--- src/rtl/imm_arbiter.sv ---
// Shares one immediate sign-extender between decode (id 0) and branch precompute (id 1); IMM_ARB_PRIO_EN selects fixed priority with starvation guard.
// Latency: one cycle from request acceptance to rsp_valid, sustaining one result per cycle.
// Backpressure: when the response register is full and rsp_ready is low, both req*_ready are 0 and the response and arbitration state hold.
module imm_arbiter #(
    parameter int STARVE_LIMIT = 4
) (
    input  logic        clk,
    input  logic        rst,
    input  logic        req0_valid,
    output logic        req0_ready,
    input  logic [31:0] req0_instr,
    input  logic [2:0]  req0_type,
    input  logic [3:0]  req0_tag,
    input  logic        req1_valid,
    output logic        req1_ready,
    input  logic [31:0] req1_instr,
    input  logic [2:0]  req1_type,
    input  logic [3:0]  req1_tag,
    output logic        rsp_valid,
    input  logic        rsp_ready,
    output logic [31:0] rsp_imm,
    output logic        rsp_id,
    output logic [3:0]  rsp_tag,
    output logic        rsp_err
);

    typedef enum logic {EMPTY, FULL} state_t;

    typedef struct packed {
        logic [31:0] imm;
        logic        id;
        logic [3:0]  tag;
        logic        err;
    } rsp_t;

    state_t      state_q, state_d;
    rsp_t        rsp_q, rsp_d;
    logic        last_q;
    logic        grant0, grant1, slot_free, accept;
    logic [31:0] sel_instr;
    logic [2:0]  sel_type;
    logic [3:0]  sel_tag;

    // f holds instr[31:7], so instr bit k sits at f[k-7].
    function automatic logic [31:0] sign_exten(input logic [2:0] t, input logic [24:0] f);
        logic [31:0] imm;
        case (t)
            3'b000:  imm = {{20{f[24]}}, f[24:13]};
            3'b001:  imm = {{20{f[24]}}, f[24:18], f[4:0]};
            3'b010:  imm = {{19{f[24]}}, f[24], f[0], f[23:18], f[4:1], 1'b0};
            3'b011:  imm = {f[24:5], 12'b0};
            3'b100:  imm = {{11{f[24]}}, f[24], f[12:5], f[13], f[23:14], 1'b0};
            default: imm = 32'b0;
        endcase
        return imm;
    endfunction

`ifdef IMM_ARB_PRIO_EN
    localparam logic [3:0] LIMIT4 = 4'(STARVE_LIMIT);
    logic [3:0] starve_q;
    logic       unused_instr;
    assign unused_instr = ^{req0_instr[6:0], req1_instr[6:0]};
`else
    logic       unused_instr;
    assign unused_instr = ^{req0_instr[6:0], req1_instr[6:0], 4'(STARVE_LIMIT)};
`endif

    assign rsp_valid = (state_q == FULL);
    assign slot_free = !rsp_valid || rsp_ready;

    always_comb begin
        grant0 = 1'b0;
        grant1 = 1'b0;
`ifdef IMM_ARB_PRIO_EN
        grant1 = req1_valid && (!req0_valid || starve_q == LIMIT4);
        grant0 = req0_valid && !grant1;
`else
        if (req0_valid && req1_valid) begin
            grant0 = last_q;
            grant1 = !last_q;
        end else begin
            grant0 = req0_valid;
            grant1 = req1_valid;
        end
`endif
    end

    // Readies are forced low in reset so nothing is lost across it.
    assign req0_ready = grant0 && slot_free && !rst;
    assign req1_ready = grant1 && slot_free && !rst;
    assign accept     = (grant0 || grant1) && slot_free;

    always_comb begin
        sel_instr = grant1 ? req1_instr : req0_instr;
        sel_type  = grant1 ? req1_type  : req0_type;
        sel_tag   = grant1 ? req1_tag   : req0_tag;
        rsp_d.imm = sign_exten(sel_type, sel_instr[31:7]);
        rsp_d.id  = grant1;
        rsp_d.tag = sel_tag;
        rsp_d.err = (sel_type > 3'b100);
    end

    always_comb begin
        state_d = state_q;
        case (state_q)
            EMPTY:   if (accept) state_d = FULL;
            FULL:    if (rsp_ready) state_d = accept ? FULL : EMPTY;
            default: state_d = EMPTY;
        endcase
    end

    always_ff @(posedge clk) begin
        if (rst) begin
            state_q <= EMPTY;
            rsp_q   <= '0;
            last_q  <= 1'b1;
        end else begin
            state_q <= state_d;
            if (accept) begin
                rsp_q  <= rsp_d;
                last_q <= grant1;
            end
        end
    end

`ifdef IMM_ARB_PRIO_EN
    always_ff @(posedge clk) begin
        if (rst) begin
            starve_q <= 4'd0;
        end else if (accept && grant1) begin
            starve_q <= 4'd0;
        end else if (accept && grant0 && req1_valid && starve_q != 4'hF) begin
            starve_q <= starve_q + 4'd1;
        end
    end
`endif

    assign rsp_imm = rsp_q.imm;
    assign rsp_id  = rsp_q.id;
    assign rsp_tag = rsp_q.tag;
    assign rsp_err = rsp_q.err;

endmodule

--- config.mk ---
export PLATFORM = sky130hd
export DESIGN_NAME = imm_arbiter
export DESIGN_NICKNAME = d
export VERILOG_FILES = /design/src/rtl/imm_arbiter.sv
export SDC_FILE = /design/constraint.sdc
export NUM_CORES = 1
export LEC_CHECK = 0
export BUFFER_PORTS_ARGS = -buffer_cell sky130_fd_sc_hd__buf_2
export CAP_MARGIN = 20
export CORE_MARGIN = 3
export CORE_UTILIZATION = 35
export CTS_CLUSTER_SIZE = 16
export DETAILED_ROUTE_END_ITERATION = 8
export PLACE_DENSITY = 0.68
export SLEW_MARGIN = 20
export SYNTH_ARGS = -nofsm -noshare
export SYNTH_HDL_FRONTEND = slang
export SYNTH_SLANG_ARGS = --single-unit
--- constraint.sdc ---
create_clock -name clk -period 1.59 [get_ports clk]
set_clock_uncertainty 0.2 [all_clocks]
set_input_delay 0.159 -clock clk [delete_from_list [all_inputs] [get_ports clk]]
set_output_delay 0.159 -clock clk [all_outputs]
set_load 0.03 [all_outputs]
==> out/metrics.cfg <==
[outcome]
status=finished, violations left
violations=negative hold slack, negative setup slack

[logic_synthesis]
synth.avg_cell_area_sq_um=8.21
ys_ff_latch=40
synth_most_common_cell=dfxtp_1
synth_nets=366
synth_edf_count=0
ys_top_cells_by_area=dfxtp_1, a221oi_1, nor2_1
synth_top_cell_by_area=dfxtp_1
postSynthCellCount=283
synth_cell_type_count=38
syn_area_sq_um=2320
synthArstFlopShare_pct=0
synth_top_area_share_pct=34.5
synth_top_flop_cell=dfxtp_1
ys_seq_area_share_pct=34.5
ys_warn_count=0
synthTopCellsByCount=dfxtp_1, nor2_1, a221oi_1, nand2b_1, nand2_1

[min_path]
hp-class=primary input to flop
min-delay-start=req0_instr[30]

[timing]
fmax_mhz=569
holdWs_ns=-0.00849
slew_headroom_pct=66.2
hold_viol_final=2
worstMarginPinSlew_ns=0.501
fin_crit_ns=1.76
setup_viol=33
worst_slack_ns=-0.167
rsz0062_at_grt=true
period_share_pct=111
maxSlewViolCount=0

[worst_setup_path]
startpoint=last_q
crit_chain=a21bo_4 -> buf_6 -> buf_6 -> nor3_4 -> buf_6
crit_type=flop to primary output
critPathMaxStageDelay_ns=0.37
worstReg2RegStart=last_q
start_kind=flop
crit_path_max_fanout=5
required_ns=1.23
crit_path_end_kind=primary output
crit_arrival_ns=1.40
cpMostUsedCell=buf_6
path_delay_family=buffers and inverters
slowest_stage=dfxtp_4
path_buf_inv=3

[cts]
cts.sinks=40
clock_tree.root_cell=clkbuf_8
htree_levels=2
clock_path_buffers=2
cts_buffers=5
tritoncts=built
clk_pin_slew_ns=0.08
clk_latency_ns=0.29

[global_routing]
grt_overflow_total=0
grt_pass1_wl_mm=12.6
track_usage_pct=20.9
antenna_found_initial=0
grt_max_degree=38
grt_pass1_vias=2594

[detailed_routing]
via_per_inst=5.40
firstDrtPassIters=4
routed-via-count=2776
first_iter_violations=195
top_layer=met4
route.met3.wl_um=620
drc_errors=0
route.antenna.remaining_nets=0
routed-wl-met2_mm=4.12
wirelength_mm=8.36
wl_met1_mm=3.54
wl_per_cell_um=16.3

[finish]
final_area_sq_um=3760
layout.nets=520
nFillCells=584
syn2layout_area_growth_pct=61.7
fin_util_pct=58.8
diodes=0
drive_above_1_share_pct=50.3

[die]
die_w_um=87.5
pin_count=124
num_rows=29
coreArea_sq_um=6390
start_util_pct=36.4
die_y_um=87.5
die_area_sq_um=7650

[placement]
dp_hpwl_mm=5.78
dpl_cell_area_sq_um=3130
gp_congestion=0.834
port_buffers=109
dp_slack_ns=-0.375

[pwr]
ir_worst_vdd_v=0.000465
power_leakage_nw=1.66
fin_total_pwr_mw=2.90
powerDensity_nw_per_um2=773

[flow_run]
cap_violations=0

-- sequential cells by signal (all words and copies together) (netlist names) --
signal     cells
rsp_valid      1
rsp_err        1
rsp_tag        4
rsp_id         1
last_q         1
rsp_imm       32
-- worst reg2reg max path, cell delays in order, from the launching register on --
cell and delay (ns):
dfxtp_4 0.37, a21bo_4 0.23, buf_6 0.13, buf_6 0.12
buf_4 0.13, mux2_4 0.19, nand3_2 0.06, a211oi_1 0.22
-- final timing paths --
| path | to | slack [ns] | cells after the start |
|---|---|---|---|
| worst min-delay path | rsp_imm[10] | -0.008 | 3 |
| worst max register to register | rsp_imm[19] | -0.14 | 7 |
| worst max-delay path | req1_ready | -0.17 | 5 |
| worst min register to register | rsp_id | 0.26 | 2 |
-- what timing repair did --
action,4_1_cts,5_1_grt
endpoints found under the setup margin,38,39
cloned,3,0
pin swaps,5,22
gates resized for setup,33,38
buffers inserted,6,3
hold buffers,8,7
hold endpoints to repair,4,4
-- per-stage QoR --
stage / hold WS [ns] / instances / TNS, ns
2_1_floorplan: 0.118 / 283 / -1.01
3_3_place_gp: 0.226 / 481 / -4.93
3_5_place_dp: 0.229 / 481 / -6.73
4_1_cts: 0.0151 / 505 / -2.30
5_1_grt: 0.0210 / 514 / -5.03
6_report: -0.00849 / 514 / -2.75
-- kinds of logic (layout without fill, tap and decap cells) --
logic type	after synthesis	count (layout)	share of synthesized area (%)
AOI/OAI and AO/OA	80	81	24.9
buffers and inverters	28	181	6.95
adders and majority gates	2	2	0.969
muxes	11	11	5.22
and+or+nand+nor	122	122	27.5
DFF	40	40	34.5
-- final cells by class --
type	instances	area, sq um	area share [%]
Tap cell	77	96.3	2.56
Inverter	2	7.51	0.200
Sequential cell	40	808	21.5
Multi-Input combinational cell	216	1640	43.5
Clock inverter	1	5.00	0.133
Timing Repair Buffer	172	1130	30.1
Clock buffer	6	72.6	1.93
-- per-layer routing --
metal | up-vias | global-route usage [%]
li1 | 1365 | -
met1 | 1298 | 26.8
met2 | 106 | 34.1
met3 | 7 | 4.82
met4 | 0 | 7.39
met5 | - | 0
-- report_power, final --
group          internal (mW)  switching [mW]  total (mW)  leakage (nW)
clock                  0.299           0.354       0.653        0.0410
sequential              1.10          0.0487        1.14         0.332
combinational          0.476           0.631        1.11          1.28
-- cell usage in the layout (no fill, tap or decap), types with 4 or more instances in the layout --
cell type      synthesis  final
nor2_1                39     34
o22ai_1                6      6
nand3_1               10      6
a311oi_1               5      5
a211oi_1               9      7
a21oi_1               13     13
o21ai_2                0      4
nand2b_1              17     17
buf_2                  6    107
a221oi_1              17     12
mux2_2                 8      6
a221oi_2               0      5
nor3_1                12      9
o21ai_0               11      5
o31ai_1               11     11
dfxtp_1               40     38
nand3_2                2      4
dlygate4sd3_1          0     15
buf_4                  1     38
buf_6                  6      8
clkbuf_8               0      5
nand2_1               15     12
nand3b_1              14     14
nor3b_1                4      4
(Power assumes the default switching activity.)
